File: src/rtl/squash_pkg.sv
// Game-level constants and state encoding shared by the squash score logic.
package squash_pkg;

  localparam int SCORE_W = 2;

  typedef enum logic [1:0] {
    IDLE   = 2'd0,
    PLAY   = 2'd1,
    SCORED = 2'd2,
    OVER   = 2'd3
  } state_t;

endpackage : squash_pkg

File: src/rtl/squash_event_edge.sv
// Registered rising-edge detector for the three game inputs
// (bit 0 = start, bit 1 = rally_won, bit 2 = rally_lost).
// History resets to 0, so a level already high when reset releases
// produces one rising edge on the following cycle.
module squash_event_edge (
  input  logic       clock,
  input  logic       reset,
  input  logic [2:0] levels,
  output logic [2:0] rise
);

  logic [2:0] levels_d1;

  // Capture one cycle of history and register the rising-edge strobe.
  always_ff @(posedge clock) begin
    if (reset) begin
      levels_d1 <= 3'b000;
      rise      <= 3'b000;
    end else begin
      levels_d1 <= levels;
      rise      <= levels & ~levels_d1;
    end
  end

endmodule : squash_event_edge

File: src/rtl/squash_score_keeper.sv
// Score/game controller feeding the squash display stage. Converts rally
// result edges into a saturating score and a game-over flag with an
// end-of-game hold that returns to IDLE on its own.
// All outputs are registered; the FSM state is exposed on dbg_state.
module squash_score_keeper
  import squash_pkg::*;
#(
  parameter int WIN_SCORE   = 3,
  parameter int HOLD_CYCLES = 200_000_000,
  parameter int HOLD_W      = 28
) (
  input  logic               clock,
  input  logic               reset,
  input  logic               start,
  input  logic               rally_won,
  input  logic               rally_lost,
  output logic [SCORE_W-1:0] rightpscore,
  output logic               gamestate,
  output logic               in_play,
  output logic               score_pulse,
  output state_t             dbg_state
);

  localparam logic [SCORE_W-1:0] WIN_S     = SCORE_W'(WIN_SCORE);
  localparam logic [HOLD_W-1:0]  HOLD_LAST = HOLD_W'(HOLD_CYCLES - 1);

  logic [2:0] ev;
  logic       start_ev;
  logic       won_ev;
  logic       lost_ev;

  state_t              state;
  state_t              state_nxt;
  logic [SCORE_W-1:0]  score_nxt;
  logic [SCORE_W-1:0]  score_inc;
  logic                gamestate_nxt;
  logic                in_play_nxt;
  logic                score_pulse_nxt;
  logic [HOLD_W-1:0]   hold_cnt;
  logic [HOLD_W-1:0]   hold_cnt_nxt;

  squash_event_edge u_edge (
    .clock  (clock),
    .reset  (reset),
    .levels ({rally_lost, rally_won, start}),
    .rise   (ev)
  );

  assign start_ev  = ev[0];
  assign won_ev    = ev[1];
  // A lost rally never changes score or state; it is decoded for clarity only.
  assign lost_ev   = ev[2];
  assign score_inc = rightpscore + 1'b1;
  assign dbg_state = state;

  // State, score, hold counter and registered outputs.
  always_ff @(posedge clock) begin
    if (reset) begin
      state       <= IDLE;
      rightpscore <= '0;
      gamestate   <= 1'b0;
      in_play     <= 1'b0;
      score_pulse <= 1'b0;
      hold_cnt    <= '0;
    end else begin
      state       <= state_nxt;
      rightpscore <= score_nxt;
      gamestate   <= gamestate_nxt;
      in_play     <= in_play_nxt;
      score_pulse <= score_pulse_nxt;
      hold_cnt    <= hold_cnt_nxt;
    end
  end

  // Next-state decision; won beats lost when both arrive together.
  always_comb begin
    state_nxt = state;
    case (state)
      IDLE:    if (start_ev) state_nxt = PLAY;
      PLAY:    if (won_ev) state_nxt = SCORED;
               else if (lost_ev) state_nxt = PLAY;
      SCORED:  state_nxt = (score_inc == WIN_S) ? OVER : PLAY;
      OVER:    if (start_ev) state_nxt = PLAY;
               else if (hold_cnt == HOLD_LAST) state_nxt = IDLE;
      default: state_nxt = IDLE;
    endcase
  end

  // Next values of score, game-over flag, hold counter and strobes.
  // in_play and score_pulse are derived from the next state so they line
  // up with PLAY and SCORED while still coming straight from flops.
  always_comb begin
    score_nxt     = rightpscore;
    gamestate_nxt = gamestate;
    hold_cnt_nxt  = hold_cnt;
    case (state)
      IDLE: begin
        if (start_ev) begin
          score_nxt     = '0;
          gamestate_nxt = 1'b0;
        end
      end
      SCORED: begin
        score_nxt = score_inc;
        if (score_inc == WIN_S) begin
          gamestate_nxt = 1'b1;
          hold_cnt_nxt  = '0;
        end
      end
      OVER: begin
        if (start_ev) begin
          score_nxt     = '0;
          gamestate_nxt = 1'b0;
          hold_cnt_nxt  = '0;
        end else if (hold_cnt == HOLD_LAST) begin
          gamestate_nxt = 1'b0;
          hold_cnt_nxt  = '0;
        end else begin
          hold_cnt_nxt = hold_cnt + 1'b1;
        end
      end
      default: ;
    endcase
    in_play_nxt     = (state_nxt == PLAY);
    score_pulse_nxt = (state_nxt == SCORED);
  end

endmodule : squash_score_keeper

File: config.mk
export PLATFORM = sky130hd
export DESIGN_NAME = squash_score_keeper
export DESIGN_NICKNAME = d
export VERILOG_FILES = /design/src/rtl/squash_pkg.sv /design/src/rtl/squash_event_edge.sv /design/src/rtl/squash_score_keeper.sv
export SDC_FILE = /design/constraint.sdc
export NUM_CORES = 1
export LEC_CHECK = 0
export BUFFER_PORTS_ARGS = -buffer_cell sky130_fd_sc_hd__buf_4
export CAP_MARGIN = 15
export CELL_PAD_IN_SITES_DETAIL_PLACEMENT = 1
export CELL_PAD_IN_SITES_GLOBAL_PLACEMENT = 1
export CORE_MARGIN = 2
export CORE_UTILIZATION = 50
export DETAILED_ROUTE_END_ITERATION = 7
export GPL_ROUTABILITY_DRIVEN = 0
export GPL_TIMING_DRIVEN = 0
export PLACE_DENSITY = 0.84
export SETUP_SLACK_MARGIN = 0.5
export SYNTH_ARGS = -nofsm -noshare
export SYNTH_HDL_FRONTEND = slang
export SYNTH_SLANG_ARGS = --single-unit
export TNS_END_PERCENT = 20
File: constraint.sdc
create_clock -name clock -period 4.7 [get_ports clock]
set_input_delay 0.705 -clock clock [delete_from_list [all_inputs] [get_ports clock]]
set_output_delay 0.705 -clock clock [all_outputs]
set_load 0.01 [all_outputs]
-- Yosys cells after proc, flatten, opt, wreduce, memory -nomap -nowiden
Cells that the tools add are included.
- word-level logic and storage cells: 49
- input bits: 5
- flip-flop bits (word level): 41
- output and inout bits: 7
- add/sub/neg operators: 2
- bitwise gates (word level): 2
- multiplexer cells: 18
- reductions and logical operators: 8
- equal/unequal tests: 11
- operators with widths (operator ; number):
    $mux W28 ; 3
    $pmux W28 S2 ; 1
    $add A28 B1 Y28 const B ; 1
    $eq A28 B28 Y1 const B ; 1
    $mux W2 ; 7
    $eq A2 B2 Y1 const B ; 4
    $pmux W2 S4 ; 1
    $eq A2 B1 Y1 const B ; 2
    $mux W1 ; 4
    $ne A2 B1 Y1 const B ; 2
    $pmux W2 S2 ; 1
    $reduce_and A2 Y1 ; 2
    $reduce_and A4 Y1 ; 1
    $reduce_bool A2 Y1 ; 2
    $and A3 B3 Y3 ; 1
    $ne A3 B2 Y1 const B ; 1
    $not A3 Y3 ; 1
    $pmux W1 S3 ; 1
    $reduce_bool A3 Y1 ; 1
    $add A2 B1 Y2 const B ; 1
    $logic_not A2 Y1 ; 1
    $ne A2 B2 Y1 const B ; 1
    $reduce_or A2 Y1 ; 1

-- Logic depth before layout (Yosys ltp)
Gate-level depths: netlist of the first run.
- depth in word-level cells: 5
- mapped depth: 8
- mapped depth without buffers: 7

-- Modules after synthesis
Synthesis of the first run repeated with hierarchy kept, for this count alone.
- cell total of the unflattened synthesis: 221
- area, all modules: 2011.9 sq um
- modules (own cells, without submodules) (module ; cells an instance ; times used ; area an instance (sq um)):
    squash_score_keeper ; 209 ; 1 ; 1835.5
    squash_event_edge ; 12 ; 1 ; 176.4

-- Worst setup path before layout of the first run
OpenSTA, ideal clock, no wires.
- path kind: register -> register
- from: register state[0] (netlist: dbg_state[0])
- to: register hold_cnt[21]
- cell stages (with the launch flop): 9
- period minus slack after synthesis: 2.153 ns
- setup slack: 2.547 ns
- arrival time: 2.028 ns
- data required time: 4.575 ns
- path through: dfxtp_1 -> inv_1 -> ha_1 -> mux2i_1 -> or4_1 -> buf_2 -> nor4_2 -> xnor2_1 -> nor2_1
- longest elaborated chain between the ends: 3
- elaborated cells between the ends (all ways): 6
- RTL lines (what ; line ; text):
    start: declaration ; squash_score_keeper.sv:32 ; state_t state;
    start signal: assignment ; squash_score_keeper.sv:66 ; state <= state_nxt;
    $eq A2 B2 Y1 ; squash_score_keeper.sv:96 ; case (state)
    $ne A2 B2 Y1 (no source line) / $reduce_bool A2 Y1 (equally long branches) ; - ;
    $reduce_and A2 Y1 (no source line) ; - ;
    end signal: assignment ; squash_score_keeper.sv:71 ; hold_cnt <= hold_cnt_nxt;
    end: declaration ; squash_score_keeper.sv:39 ; logic [HOLD_W-1:0] hold_cnt;
Parallel ways exist; a longest one is shown, timed or not.
A chain may end at the register's enable or synchronous reset.

-- Worst setup path after layout of the first run
- from: register state[1] (netlist: dbg_state[1])
- to: register hold_cnt[10]
The elaborated chain is that of the path after synthesis.

==> report_table.html, run 1 <==
<table>
<tr><th>Metric</th><th>Value</th></tr>
<tr><th colspan="2">Synth</th></tr>
<tr><td>Cell accounting for the most synthesized area</td><td>dfxtp_1</td></tr>
<tr><td>Number of flops mapped to enable cells by yosys</td><td>0</td></tr>
<tr><td>Syn Area/Cell</td><td>9.05 µm²</td></tr>
<tr><td>Dominant register cell in the synthesized netlist</td><td>dfxtp_1</td></tr>
<tr><td>Most area-consuming cells after synthesis</td><td>dfxtp_1 (40%), xor2_1 (5.6%), nor2_1 (5.0%)</td></tr>
<tr><td>Number of distinct standard cells referenced by the synthesized netlist</td><td>44</td></tr>
<tr><td>Post-synthesis sequential area ratio</td><td>40.1%</td></tr>
<tr><td>FF+latch count, synth</td><td>41</td></tr>
<tr><td>Async set or reset register ratio after synthesis</td><td>0%</td></tr>
<tr><td>Net Count, Synth</td><td>238</td></tr>
<tr><td>Area share of the leading cell type in the synthesized netlist</td><td>around 40%</td></tr>
<tr><td>Synthesis warning total</td><td>0</td></tr>
<tr><td>Cell count after synthesis</td><td>approximately 230</td></tr>
<tr><td>Synthesized cell area</td><td>roughly 2000 µm²</td></tr>
<tr><th colspan="2">Setup path</th></tr>
<tr><td>Critical path depth in cells</td><td>7</td></tr>
<tr><td>Cell-by-cell listing of the critical path</td><td>ha_1, mux2i_1, clkbuf_1, nor3_1, nor4bb_1, o21ai_0, a21oi_1</td></tr>
<tr><td>Capture point of the critical path</td><td>hold_cnt[10]$_SDFFE_PP0P_</td></tr>
<tr><td>Arrival time of data at the critical path endpoint</td><td>approximately 2.7 ns</td></tr>
<tr><td>Flop2flop setup slack</td><td>2.22 ns</td></tr>
<tr><td>CP max FO</td><td>10</td></tr>
<tr><td>Cell family contributing the most delay on the critical path</td><td>buffers and inverters</td></tr>
<tr><td>CP required</td><td>between 4 and 5 ns</td></tr>
<tr><td>Origin of the worst setup path</td><td>dbg_state[1]$_SDFF_PP0_</td></tr>
<tr><td>Max incr delay on CP</td><td>between 0.4 and 0.5 ns</td></tr>
<tr><td>Worst reg2reg path depth</td><td>7</td></tr>
<tr><td>Critical path startpoint category</td><td>flop</td></tr>
<tr><td>Number of buffers and inverters on the critical path</td><td>1</td></tr>
<tr><td>Worst reg2reg path startpoint</td><td>dbg_state[1]$_SDFF_PP0_</td></tr>
<tr><td>CP max-delay cell</td><td>clkbuf_1</td></tr>
<tr><td>Setup crit end kind</td><td>flop</td></tr>
<tr><td>Type of the setup path with the least slack</td><td>flop to flop</td></tr>
<tr><td>Reg2reg end</td><td>hold_cnt[10]$_SDFFE_PP0P_</td></tr>
<tr><th colspan="2">Min path</th></tr>
<tr><td>Worst Hold Class</td><td>flop to flop</td></tr>
<tr><td>Worst hold path stage count</td><td>1</td></tr>
<tr><th colspan="2">Global route</th></tr>
<tr><td>Largest net degree at the start of global routing</td><td>15</td></tr>
<tr><td>Total global routing overflow</td><td>0</td></tr>
<tr><td>Total global-route track usage</td><td>approximately 22%</td></tr>
<tr><td>Antenna violations before repair</td><td>0</td></tr>
<tr><td>Number of global-route vias before repair</td><td>about 1.5k</td></tr>
<tr><td>Wire length of the first global-routing pass</td><td>approximately 7500 µm</td></tr>
<tr><th colspan="2">Floorplanning</th></tr>
<tr><td>Row count</td><td>23</td></tr>
<tr><td>Area of the die</td><td>4620 µm²</td></tr>
<tr><td>Die span in x</td><td>between 60 and 70 µm</td></tr>
<tr><td>Total core area</td><td>3970 µm²</td></tr>
<tr><td>Die boundary height</td><td>between 60 and 70 µm</td></tr>
<tr><td>Effective utilization at floorplan</td><td>51.5%</td></tr>
<tr><td>I/O pin cnt</td><td>12</td></tr>
<tr><th colspan="2">STA</th></tr>
<tr><td>RSZ-0062 raised after global routing</td><td>no</td></tr>
<tr><td>Setup Total Neg Slack</td><td>0 ns</td></tr>
<tr><td>Worst Tran Pin Value</td><td>roughly 0.77 ns</td></tr>
<tr><td>Final setup violating endpoints</td><td>0</td></tr>
<tr><td>Setup slack after layout</td><td>approximately 2.2 ns</td></tr>
<tr><td>Post-layout minimum cycle time</td><td>between 2 and 2.5 ns</td></tr>
<tr><td>Final period utilization</td><td>between 50% and 60%</td></tr>
<tr><td>Pins Over Slew Limit</td><td>0</td></tr>
<tr><td>Top achievable clock speed</td><td>roughly 400 MHz</td></tr>
<tr><td>Worst-case clock skew</td><td>around 0.0057 ns</td></tr>
<tr><td>Hold violation count in the final report</td><td>0</td></tr>
<tr><td>Max-Slew Margin vs Limit</td><td>about half</td></tr>
<tr><th colspan="2">Status</th></tr>
<tr><td>Outcome</td><td>finished clean</td></tr>
<tr><th colspan="2">Clock network</th></tr>
<tr><td>Cts repair resizes</td><td>0</td></tr>
<tr><td>CTS buffer count</td><td>5</td></tr>
<tr><td>TritonCTS clock tree</td><td>yes</td></tr>
<tr><td>Number of post-CTS setup repair buffers</td><td>0</td></tr>
<tr><td>Clock-pin slew on the worst setup and hold paths</td><td>about 0.08 ns</td></tr>
<tr><td>Clk_lat worst skew</td><td>0.30 ns</td></tr>
<tr><td>Clock tree buffer depth</td><td>2</td></tr>
<tr><td>Root Buffer Master</td><td>clkbuf_8</td></tr>
<tr><td>H-tree levels</td><td>2</td></tr>
<tr><td>Total number of clock tree sinks</td><td>41</td></tr>
<tr><td>Hold bufs inserted after CTS</td><td>0</td></tr>
<tr><th colspan="2">Final layout</th></tr>
<tr><td>Count of filler cells inserted in the layout</td><td>about 460</td></tr>
<tr><td>Relative area change from synthesis to final layout</td><td>13.5%</td></tr>
<tr><td>Sequential cell area</td><td>821 µm²</td></tr>
<tr><td>Share of final-layout standard cells stronger than drive strength 1</td><td>between 10% and 20%</td></tr>
<tr><td>Multi-input logic area</td><td>about 1100 µm²</td></tr>
<tr><td>Antenna fix cells</td><td>0</td></tr>
<tr><td>Most frequent standard cell in the layout excluding fill and tap cells</td><td>dfxtp_1</td></tr>
<tr><td>Nets@finish</td><td>around 260</td></tr>
<tr><td>Commonest cells after routing, fill and taps aside</td><td>dfxtp_1 (41), nor2_1 (27), nand2_1 (17)</td></tr>
<tr><th colspan="2">Detailed routing</th></tr>
<tr><td>Antenna violation net count after detailed routing</td><td>0</td></tr>
<tr><td>Vias</td><td>1,610</td></tr>
<tr><td>Post-detailed-route wirelength per cell</td><td>between 15 and 20 µm</td></tr>
<tr><td>Avg Vias per Cell</td><td>between 5 and 6</td></tr>
<tr><td>Overall routed net length</td><td>between 4000 and 5000 µm</td></tr>
<tr><td>Detailed-route DRC error count</td><td>0</td></tr>
<tr><td>Initial DRT Pass Iterations</td><td>4</td></tr>
<tr><td>Iter 0 DRT Violations</td><td>between 100 and 150</td></tr>
<tr><th colspan="2">Place</th></tr>
<tr><td>Post-place setup slack</td><td>2.24 ns</td></tr>
<tr><td>Half-perimeter wire length after placement</td><td>3170 µm</td></tr>
<tr><td>Number of buffer cells added on primary ports</td><td>10</td></tr>
<tr><th colspan="2">Run</th></tr>
<tr><td>MaxCap Viol Count</td><td>0</td></tr>
<tr><th colspan="2">Power and ir drop</th></tr>
<tr><td>Leakage power figure</td><td>roughly 0.8 nW</td></tr>
<tr><td>Cell Pwr Density</td><td>393 nW/µm²</td></tr>
<tr><td>Largest voltage drop on the vdd net</td><td>around 0.21 mV</td></tr>
</table>
flip-flops by register name (all words and copies together), names as in the netlist:
register,count
u_edge.levels_d1,3
gamestate,1
u_edge.rise,3
rightpscore,2
dbg_state,2
hold_cnt,28
score_pulse,1
in_play,1
how the worst min path moves through the flow:
stage	from	endpoint	slack, ns
after floorplan	u_edge.levels_d1[0]$_SDFF_PP0_	u_edge.rise[0]$_SDFF_PP0_	0.37
after global placement	u_edge.levels_d1[2]$_SDFF_PP0_	u_edge.rise[2]$_SDFF_PP0_	0.37
after detailed placement	u_edge.levels_d1[1]$_SDFF_PP0_	u_edge.rise[1]$_SDFF_PP0_	0.38
after CTS	u_edge.levels_d1[1]$_SDFF_PP0_	u_edge.rise[1]$_SDFF_PP0_	0.39
after global routing	u_edge.levels_d1[1]$_SDFF_PP0_	u_edge.rise[1]$_SDFF_PP0_	0.40
final	u_edge.levels_d1[1]$_SDFF_PP0_	u_edge.rise[1]$_SDFF_PP0_	0.39
kinds of logic (layout without fill, tap and decap cells):
family                     Yosys count  after routing  synth area share [%]
and+or+nand+nor                    113            113                  31.6
DFF                                 41             41                  40.1
xor gates and xnor gates            24             24                  10.3
AOI/OAI and AO/OA                   22             22                  8.20
buffers and inverters               16             34                  4.10
adders and majority gates            7              7                  4.28
muxes                                3              3                  1.47
layer usage:
metal | global-route usage, % | vias up | share of wire [%]
li1 | - | 811 | -
met4 | 7.25 | 0 | 1.4
met5 | 0 | - | 0
met2 | 33.3 | 19 | 47
met3 | 4.93 | 6 | 3.1
met1 | 30.2 | 774 | 48
cells in the mapped netlist, types with 2 or more instances:
| cell type | n |
|---|---|
| a21oi_1 | 9 |
| and4_1 | 3 |
| buf_6 | 3 |
| clkbuf_1 | 3 |
| dfxtp_1 | 41 |
| ha_1 | 7 |
| inv_1 | 9 |
| mux2i_1 | 3 |
| nand2_1 | 17 |
| nand3_1 | 9 |
| nand4_1 | 10 |
| nor2_1 | 27 |
| nor2_2 | 10 |
| nor2b_1 | 11 |
| nor3_1 | 6 |
| nor4_1 | 4 |
| nor4_2 | 2 |
| o21ai_0 | 4 |
| xnor2_1 | 11 |
| xor2_1 | 13 |
per-stage QoR:
stage	std cells	hold WS (ns)	total power, mW	util, %	instance area, µm²
6_report	294	0.385	0.911	58.4	2320
5_1_grt	294	0.402	0.961	58.4	2320
4_1_cts	294	0.389	0.920	58.4	2320
3_5_place_dp	286	0.376	0.573	55.0	2180
3_3_place_gp	286	0.371	0.568	55.0	2180
2_1_floorplan	226	0.367	0.519	-	2050
cell type report:
class / count / area share [%]
multi-input cells: 169 / 49.2
flip-flops and latches: 41 / 35.4
repair buffers: 10 / 3.23
clock buffers: 5 / 2.96
clock inverters: 3 / 2.96
well taps: 50 / 2.70
plain buffers: 7 / 2.16
inverters: 9 / 1.46
where the power goes:
part / switching (mW) / internal [mW] / total (mW)
logic: 0.105 / 0.0819 / 0.187
clock network: 0.129 / 0.214 / 0.343
registers: 0.0160 / 0.365 / 0.381
Note: power is estimated with default switching activity, not from simulation.
==> run 2, diff against run 1 <==
CORE_UTILIZATION = 46   (was 50)
PLACE_DENSITY = 0.78   (was 0.84)
clock period = 2.55 ns   (was 4.7 ns; I/O delays follow)
==> run 2 against run 1 <==
Compared with the run above: routed wire length is 25% higher; non-clock buffer count up 15; die area rose by 8.2%; largest cell class unchanged; clock power grew 56%; sequential cell count stayed put; critical path type unchanged; combinational power rose by 150%.
==> report_table.html, run 2 (synthesis gave the netlist of run 1 again) <==
<table>
<tr><th>Metric</th><th>Value</th></tr>
<tr><th colspan="2">STA</th></tr>
<tr><td>Setup slack after layout</td><td>0.407 ns (-1.81 ns)</td></tr>
<tr><td>Pins Over Slew Limit</td><td>0 (unchanged)</td></tr>
<tr><td>Hold violation count in the final report</td><td>0 (unchanged)</td></tr>
<tr><td>Setup Total Neg Slack</td><td>0 ns (unchanged)</td></tr>
<tr><td>Final period utilization</td><td>84.0% (+31 points)</td></tr>
<tr><td>Final setup violating endpoints</td><td>0 (unchanged)</td></tr>
<tr><td>Final Hold Slack</td><td>0.326 ns (-0.0596 ns)</td></tr>
<tr><td>Max-Slew Margin vs Limit</td><td>64.1% (+16 points)</td></tr>
<tr><td>Top achievable clock speed</td><td>467 MHz (+16%)</td></tr>
<tr><td>Post-layout minimum cycle time</td><td>2.14 ns (-0.336 ns)</td></tr>
<tr><td>Worst-case clock skew</td><td>0.00858 ns (+0.00284 ns)</td></tr>
<tr><td>RSZ-0062 raised after global routing</td><td>yes</td></tr>
<tr><td>Worst Tran Pin Value</td><td>0.534 ns (-0.235 ns)</td></tr>
<tr><th colspan="2">Setup path</th></tr>
<tr><td>CP max FO</td><td>7 (-3)</td></tr>
<tr><td>Critical path startpoint category</td><td>flop</td></tr>
<tr><td>Worst reg2reg path depth</td><td>7 (unchanged)</td></tr>
<tr><td>CP required</td><td>2.74 ns (-2.13 ns)</td></tr>
<tr><td>Type of the setup path with the least slack</td><td>flop to flop</td></tr>
<tr><td>Arrival time of data at the critical path endpoint</td><td>2.34 ns (-0.31 ns)</td></tr>
<tr><td>Setup crit end kind</td><td>flop</td></tr>
<tr><th colspan="2">Detailed routing</th></tr>
<tr><td>Overall routed net length</td><td>5530 µm (+25%)</td></tr>
<tr><td>Post-detailed-route wirelength per cell</td><td>17.8 µm (+18%)</td></tr>
<tr><td>Initial DRT Pass Iterations</td><td>4 (unchanged)</td></tr>
<tr><td>Vias</td><td>1,755 (+9.0%)</td></tr>
<tr><td>Detailed-route DRC error count</td><td>0 (unchanged)</td></tr>
<tr><td>Antenna violation net count after detailed routing</td><td>0 (unchanged)</td></tr>
<tr><td>Iter 0 DRT Violations</td><td>59 (-43%)</td></tr>
<tr><td>Avg Vias per Cell</td><td>5.64 (+3.0%)</td></tr>
<tr><th colspan="2">Power and ir drop</th></tr>
<tr><td>Largest voltage drop on the vdd net</td><td>0.494 mV (+140%)</td></tr>
<tr><td>Internal power consumption</td><td>1.20 mW (+81%)</td></tr>
<tr><td>Clk pwr share</td><td>31.3% (-6.3 points)</td></tr>
<tr><td>Share of total power in combinational logic</td><td>26.9% (+6.4 points)</td></tr>
<tr><td>Proportion of power drawn by flip-flops and latches</td><td>41.8% (about the same)</td></tr>
<tr><td>Power spent charging and discharging nets</td><td>511 µW (+100%)</td></tr>
<tr><td>Cell Pwr Density</td><td>647 nW/µm² (+65%)</td></tr>
<tr><td>Leakage power figure</td><td>1.04 nW (+28%)</td></tr>
<tr><td>Total power</td><td>1.71 mW (+88%)</td></tr>
<tr><td>Switching part of the total power</td><td>29.9% (+2.4 points)</td></tr>
<tr><th colspan="2">Place</th></tr>
<tr><td>Half-perimeter wire length after placement</td><td>3190 µm (+0.70%)</td></tr>
<tr><td>Post-place setup slack</td><td>0.188 ns (-2.05 ns)</td></tr>
<tr><td>Number of buffer cells added on primary ports</td><td>10 (unchanged)</td></tr>
<tr><td>Cell count after placement</td><td>288 (+0.70%)</td></tr>
<tr><td>Area post-placement</td><td>2190 µm² (+0.29%)</td></tr>
<tr><th colspan="2">Final layout</th></tr>
<tr><td>Most flops, register</td><td>hold_cnt</td></tr>
<tr><td>Largest regs</td><td>hold_cnt (28), u_edge.levels_d1 (3), u_edge.rise (3)</td></tr>
<tr><td>Final core utilization</td><td>61.1% (+2.6 points)</td></tr>
<tr><td>Multi-input logic area</td><td>1280 µm² (+13%)</td></tr>
<tr><td>Count of filler cells inserted in the layout</td><td>499 (+8.7%)</td></tr>
<tr><td>Number of standard cells in the final layout excluding fillers</td><td>311 (+5.8%)</td></tr>
<tr><td>Nets@finish</td><td>270 (+5.9%)</td></tr>
<tr><td>Post-layout instance area</td><td>2640 µm² (+14%)</td></tr>
<tr><td>Relative area change from synthesis to final layout</td><td>29.1%</td></tr>
<tr><td>Number of flip-flops in the largest register</td><td>28 (unchanged)</td></tr>
<tr><td>Commonest cells after routing, fill and taps aside</td><td>dfxtp_1 (36), nor2_1 (27), buf_4 (19)</td></tr>
<tr><td>Antenna fix cells</td><td>0 (unchanged)</td></tr>
<tr><td>Sequential cell area</td><td>832 µm² (+1.4%)</td></tr>
<tr><td>Most frequent standard cell in the layout excluding fill and tap cells</td><td>dfxtp_1</td></tr>
<tr><td>Share of final-layout standard cells stronger than drive strength 1</td><td>29.7% (+13 points)</td></tr>
<tr><th colspan="2">Clock network</th></tr>
<tr><td>Clk_lat worst skew</td><td>0.30 ns (about the same)</td></tr>
<tr><td>Clock tree buffer depth</td><td>2 (unchanged)</td></tr>
<tr><td>CTS buffer count</td><td>5 (unchanged)</td></tr>
<tr><td>Total number of clock tree sinks</td><td>41 (unchanged)</td></tr>
<tr><td>Root Buffer Master</td><td>clkbuf_8</td></tr>
<tr><td>Clock-pin slew on the worst setup and hold paths</td><td>0.09 ns (about the same)</td></tr>
<tr><td>TritonCTS clock tree</td><td>yes</td></tr>
<tr><td>H-tree levels</td><td>2 (unchanged)</td></tr>
<tr><th colspan="2">Floorplanning</th></tr>
<tr><td>Area of the die</td><td>5000 µm² (+8.2%)</td></tr>
<tr><td>Die span in x</td><td>70.7 µm (+4.0%)</td></tr>
<tr><td>Effective utilization at floorplan</td><td>47.3% (-4.2 points)</td></tr>
<tr><td>Die boundary height</td><td>70.7 µm (+4.0%)</td></tr>
<tr><td>I/O pin cnt</td><td>12 (unchanged)</td></tr>
<tr><td>Total core area</td><td>4320 µm² (+8.9%)</td></tr>
<tr><td>Row count</td><td>24 (+4.3%)</td></tr>
<tr><th colspan="2">Min path</th></tr>
<tr><td>Worst Hold Class</td><td>primary input to flop</td></tr>
<tr><td>Worst hold path stage count</td><td>2 (+1)</td></tr>
<tr><th colspan="2">Status</th></tr>
<tr><td>Outcome</td><td>finished clean</td></tr>
<tr><th colspan="2">Global route</th></tr>
<tr><td>Total global routing overflow</td><td>0 (unchanged)</td></tr>
<tr><td>Total global-route track usage</td><td>20.6% (-1.2 points)</td></tr>
<tr><td>Largest net degree at the start of global routing</td><td>15 (unchanged)</td></tr>
<tr><td>Wire length of the first global-routing pass</td><td>8050 µm (+7.4%)</td></tr>
<tr><td>Number of global-route vias before repair</td><td>1,656 (+7.4%)</td></tr>
<tr><td>Antenna violations before repair</td><td>0 (unchanged)</td></tr>
<tr><th colspan="2">Run</th></tr>
<tr><td>MaxCap Viol Count</td><td>0 (unchanged)</td></tr>
</table>
==> run 2: cell types whose count changed in the layout (fill, tap and decap cells not counted), sizes merged <==
cell      previous run  this run
buf                 14        28
bufinv               2         1
clkbuf               8         9
clkinv               0         1
clkinvlp             0         1
inv                 10         9
==> run 2: cell type report <==
cell class	count	area share (%)
plain buffers	7	2.89
clock buffers	5	2.61
clock inverters	3	1.75
inverters	9	1.37
multi-input cells	169	48.6
flip-flops and latches	41	31.5
well taps	52	2.46
repair buffers	25	8.81
==> run 2: path summary, 6_finish.rpt <==
path	start	endpoint	slack, ns
worst max-delay path	hold_cnt[15]$_SDFFE_PP0P_	hold_cnt[2]$_SDFFE_PP0P_	0.41
worst min-delay path	rally_lost	u_edge.levels_d1[2]$_SDFF_PP0_	0.33
worst min register to register	u_edge.levels_d1[2]$_SDFF_PP0_	u_edge.rise[2]$_SDFF_PP0_	0.39
worst max register to register	hold_cnt[15]$_SDFFE_PP0P_	hold_cnt[2]$_SDFFE_PP0P_	0.41
==> run 2: timing repair <==
item / 4_1_cts / 5_1_grt
setup buffers: 3 / 10
resized for setup: 17 / 29
gates cloned: 0 / 2
pin swaps: 1 / 16
hold endpoints to repair: 0 / 0
setup endpoints to repair: 29 / 30
hold buffers: 0 / 0
==> run 2: worst max-delay path, cell delays in order, from the launching register on <==
cell and delay [ns]:
dfxtp_1 0.44, nand4_1 0.37, nor4_2 0.50, a21oi_4 0.19, o21ai_4 0.21, buf_12 0.16
clkbuf_16 0.15, nor2_2 0.03
==> run 2: metal layers <==
layer / up-vias / wire (µm) / global-route usage (%)
li1: 845 / - / -
met1: 874 / 2500 / 27.8
met2: 27 / 2760 / 32.8
met3: 9 / 162 / 4.70
met4: 0 / 102 / 6.50
met5: - / 0 / 0
==> run 2: power by group through the flow <==
stage               sequential, mW  clock, mW  combinational (mW)
floorplan                    0.725          0               0.235
CTS                          0.709      0.542               0.359
detailed placement           0.718          0               0.338
global route                 0.719      0.567               0.500
finish                       0.714      0.535               0.461
global placement             0.717          0               0.332
==> run 3, diff against run 2 <==
CORE_UTILIZATION = 42   (was 46)
PLACE_DENSITY = 0.75   (was 0.78)
clock period = 1.9 ns   (was 2.55 ns; I/O delays follow)
==> run 3 against run 2 <==
Compared with the run above: the flow now finishes with violations (negative setup slack); combinational power grew 23%; routed wire length shrank 13%; clock-buffer cell count is the same; final cell count grew 3.9%; first-iteration DRC count grew 3.4%; global-route usage shrank 0.65 points; die area grew 9.0%; clock skew shrank 0.00072 ns; worst setup slack lost 0.56 ns.
==> report_table.html, run 3 (synthesis gave the netlist of run 1 again) <==
<table>
<tr><th>Metric</th><th>Value</th></tr>
<tr><th colspan="2">STA</th></tr>
<tr><td>Worst-case clock skew</td><td>0.00786 ns (-0.000721 ns)</td></tr>
<tr><td>Final setup violating endpoints</td><td>33 (+33)</td></tr>
<tr><td>Pins Over Slew Limit</td><td>0 (unchanged)</td></tr>
<tr><td>RSZ-0062 raised after global routing</td><td>yes</td></tr>
<tr><td>Hold violation count in the final report</td><td>0 (unchanged)</td></tr>
<tr><td>Post-layout minimum cycle time</td><td>2.06 ns (-0.0860 ns)</td></tr>
<tr><td>Final period utilization</td><td>108% (+24 points)</td></tr>
<tr><td>Setup slack after layout</td><td>-0.157 ns (-0.564 ns)</td></tr>
<tr><td>Top achievable clock speed</td><td>486 MHz (+4.2%)</td></tr>
<tr><td>Worst Tran Pin Value</td><td>0.552 ns (+0.0179 ns)</td></tr>
<tr><td>Max-Slew Margin vs Limit</td><td>62.9% (-1.2 points)</td></tr>
<tr><th colspan="2">Final layout</th></tr>
<tr><td>Largest regs</td><td>hold_cnt (28), u_edge.levels_d1 (3), u_edge.rise (3)</td></tr>
<tr><td>Number of standard cells in the final layout excluding fillers</td><td>323 (+3.9%)</td></tr>
<tr><td>Post-layout instance area</td><td>2570 µm² (-2.5%)</td></tr>
<tr><td>Final core utilization</td><td>54.5% (-6.6 points)</td></tr>
<tr><td>Commonest cells after routing, fill and taps aside</td><td>dfxtp_1 (33), nor2_1 (26), nand2_1 (17)</td></tr>
<tr><td>Nets@finish</td><td>267 (-1.1%)</td></tr>
<tr><td>Number of flip-flops in the largest register</td><td>28 (unchanged)</td></tr>
<tr><td>Share of final-layout standard cells stronger than drive strength 1</td><td>30.5% (+0.74 points)</td></tr>
<tr><td>Antenna fix cells</td><td>0 (unchanged)</td></tr>
<tr><td>Relative area change from synthesis to final layout</td><td>25.9%</td></tr>
<tr><td>Most frequent standard cell in the layout excluding fill and tap cells</td><td>dfxtp_1</td></tr>
<tr><td>Most flops, register</td><td>hold_cnt</td></tr>
<tr><th colspan="2">Detailed routing</th></tr>
<tr><td>Post-detailed-route wirelength per cell</td><td>14.9 µm (-16%)</td></tr>
<tr><td>Iter 0 DRT Violations</td><td>61 (+3.4%)</td></tr>
<tr><td>Detailed-route DRC error count</td><td>0 (unchanged)</td></tr>
<tr><td>Vias</td><td>1,672 (-4.7%)</td></tr>
<tr><td>Initial DRT Pass Iterations</td><td>4 (unchanged)</td></tr>
<tr><td>Avg Vias per Cell</td><td>5.18 (-8.3%)</td></tr>
<tr><td>Overall routed net length</td><td>4830 µm (-13%)</td></tr>
<tr><td>Antenna violation net count after detailed routing</td><td>0 (unchanged)</td></tr>
<tr><th colspan="2">Floorplanning</th></tr>
<tr><td>Total core area</td><td>4720 µm² (+9.2%)</td></tr>
<tr><td>Row count</td><td>25 (+4.2%)</td></tr>
<tr><td>Effective utilization at floorplan</td><td>43.3% (-4.0 points)</td></tr>
<tr><td>Area of the die</td><td>5440 µm² (+9.0%)</td></tr>
<tr><td>I/O pin cnt</td><td>12 (unchanged)</td></tr>
<tr><td>Die span in x</td><td>73.8 µm (+4.4%)</td></tr>
<tr><td>Die boundary height</td><td>73.8 µm (+4.4%)</td></tr>
<tr><th colspan="2">Setup path</th></tr>
<tr><td>Worst reg2reg path depth</td><td>7 (unchanged)</td></tr>
<tr><td>Capture point of the critical path</td><td>hold_cnt[10]$_SDFFE_PP0P_</td></tr>
<tr><td>Worst reg2reg path startpoint</td><td>hold_cnt[20]$_SDFFE_PP0P_</td></tr>
<tr><td>Setup crit end kind</td><td>flop</td></tr>
<tr><td>CP max FO</td><td>4 (-3)</td></tr>
<tr><td>Flop2flop setup slack</td><td>-0.16 ns (-0.56 ns)</td></tr>
<tr><td>CP required</td><td>2.07 ns (-0.67 ns)</td></tr>
<tr><td>Critical path startpoint category</td><td>flop</td></tr>
<tr><td>Arrival time of data at the critical path endpoint</td><td>2.23 ns (-0.11 ns)</td></tr>
<tr><td>Origin of the worst setup path</td><td>hold_cnt[20]$_SDFFE_PP0P_</td></tr>
<tr><td>Reg2reg end</td><td>hold_cnt[10]$_SDFFE_PP0P_</td></tr>
<tr><td>Type of the setup path with the least slack</td><td>flop to flop</td></tr>
<tr><th colspan="2">Place</th></tr>
<tr><td>Number of buffer cells added on primary ports</td><td>10 (unchanged)</td></tr>
<tr><td>Cell count after placement</td><td>303 (+5.2%)</td></tr>
<tr><td>Half-perimeter wire length after placement</td><td>3120 µm (-2.1%)</td></tr>
<tr><td>Area post-placement</td><td>2260 µm² (+3.3%)</td></tr>
<tr><th colspan="2">Global route</th></tr>
<tr><td>Antenna violations before repair</td><td>0 (unchanged)</td></tr>
<tr><td>Total global-route track usage</td><td>19.9% (-0.65 points)</td></tr>
<tr><td>Largest net degree at the start of global routing</td><td>15 (unchanged)</td></tr>
<tr><td>Number of global-route vias before repair</td><td>1,739 (+5.0%)</td></tr>
<tr><td>Wire length of the first global-routing pass</td><td>8210 µm (+2.0%)</td></tr>
<tr><td>Total global routing overflow</td><td>0 (unchanged)</td></tr>
<tr><th colspan="2">Power and ir drop</th></tr>
<tr><td>Cell Pwr Density</td><td>816 nW/µm² (+26%)</td></tr>
<tr><td>Switching part of the total power</td><td>31.6% (+1.7 points)</td></tr>
<tr><td>Proportion of power drawn by flip-flops and latches</td><td>45.5% (+3.7 points)</td></tr>
<tr><td>Internal power consumption</td><td>1.44 mW (+20%)</td></tr>
<tr><td>Power spent charging and discharging nets</td><td>665 µW (+30%)</td></tr>
<tr><td>Leakage power figure</td><td>0.912 nW (-13%)</td></tr>
<tr><td>Clk pwr share</td><td>27.6% (-3.7 points)</td></tr>
<tr><td>Share of total power in combinational logic</td><td>26.9% (about the same)</td></tr>
<tr><td>Largest voltage drop on the vdd net</td><td>0.534 mV (+8.0%)</td></tr>
<tr><th colspan="2">Min path</th></tr>
<tr><td>Launch point of the worst hold path</td><td>rally_won</td></tr>
<tr><td>Worst Hold Class</td><td>primary input to flop</td></tr>
<tr><th colspan="2">Clock network</th></tr>
<tr><td>Total number of clock tree sinks</td><td>41 (unchanged)</td></tr>
<tr><td>TritonCTS clock tree</td><td>yes</td></tr>
<tr><td>Clock tree buffer depth</td><td>2 (unchanged)</td></tr>
<tr><td>Root Buffer Master</td><td>clkbuf_8</td></tr>
<tr><td>CTS buffer count</td><td>5 (unchanged)</td></tr>
<tr><td>Clock-pin slew on the worst setup and hold paths</td><td>0.09 ns (about the same)</td></tr>
<tr><td>Clk_lat worst skew</td><td>0.30 ns (about the same)</td></tr>
<tr><td>H-tree levels</td><td>2 (unchanged)</td></tr>
<tr><td>Hold bufs inserted after CTS</td><td>0 (unchanged)</td></tr>
<tr><th colspan="2">Run</th></tr>
<tr><td>MaxCap Viol Count</td><td>0 (unchanged)</td></tr>
<tr><th colspan="2">Status</th></tr>
<tr><td>Outcome</td><td>finished with violations</td></tr>
<tr><td>Violated checks</td><td>negative setup slack</td></tr>
</table>
## run 3: worst max-delay path, cell delays in order (launching register included)
cell	delay (ns)
dfxtp_2	0.35
or4_4	0.55
nor4_4	0.40
a21oi_4	0.14
buf_6	0.15
buf_6	0.11
o21ai_0	0.11
a21oi_1	0.12
## run 3: layout make-up
type	instances	area, µm²
Multi-Input combinational cell	169	1260
Clock buffer	5	68.8
Sequential cell	41	836
Timing Repair Buffer	22	208
Fill cell	532	2150
Buffer	7	63.8
Tap cell	67	83.8
Inverter	9	33.8
Clock inverter	3	21.3
## run 3: how the worst min path moves through the flow
stage / endpoint / cells after the start
2_1_floorplan: u_edge.rise[0]$_SDFF_PP0_ / 1
3_5_place_dp: u_edge.rise[0]$_SDFF_PP0_ / 1
3_3_place_gp: u_edge.rise[1]$_SDFF_PP0_ / 1
4_1_cts: u_edge.levels_d1[1]$_SDFF_PP0_ / 2
6_report: u_edge.levels_d1[1]$_SDFF_PP0_ / 2
5_1_grt: u_edge.levels_d1[0]$_SDFF_PP0_ / 2
## run 3: repair_timing
| action | in CTS | in global routing |
|---|---|---|
| cloned | 2 | 0 |
| setup endpoints to repair | 33 | 35 |
| buffers inserted | 10 | 0 |
| resized for setup | 20 | 8 |
| pin swaps | 13 | 4 |
## run 3: layer usage
layer  track usage, %  up-vias  wire [µm]
met1             26.0      815       2280
met4             5.45        0         63
met3             4.53        6         98
met2             33.0       12       2390
met5                0        -          0
li1                 -      839          -
## run 3: through the flow
stage	hold WS [ns]	total power [mW]	worst slack [ns]	TNS [ns]
4_1_cts	0.225	2.10	-0.0965	-2.48
2_1_floorplan	0.367	1.31	-0.0207	-0.205
6_report	0.223	2.10	-0.157	-3.87
5_1_grt	0.250	2.22	-0.283	-6.39
3_5_place_dp	0.377	1.45	-0.337	-8.22
3_3_place_gp	0.370	1.44	-0.351	-8.69
## run 3: power groups by stage
stage / registers, mW / logic, mW / clock network [mW]
after floorplan: 0.981 / 0.334 / 0
after global placement: 0.971 / 0.470 / 0
after detailed placement: 0.974 / 0.478 / 0
after CTS: 0.954 / 0.549 / 0.599
after global routing: 0.963 / 0.622 / 0.636
final: 0.957 / 0.566 / 0.579
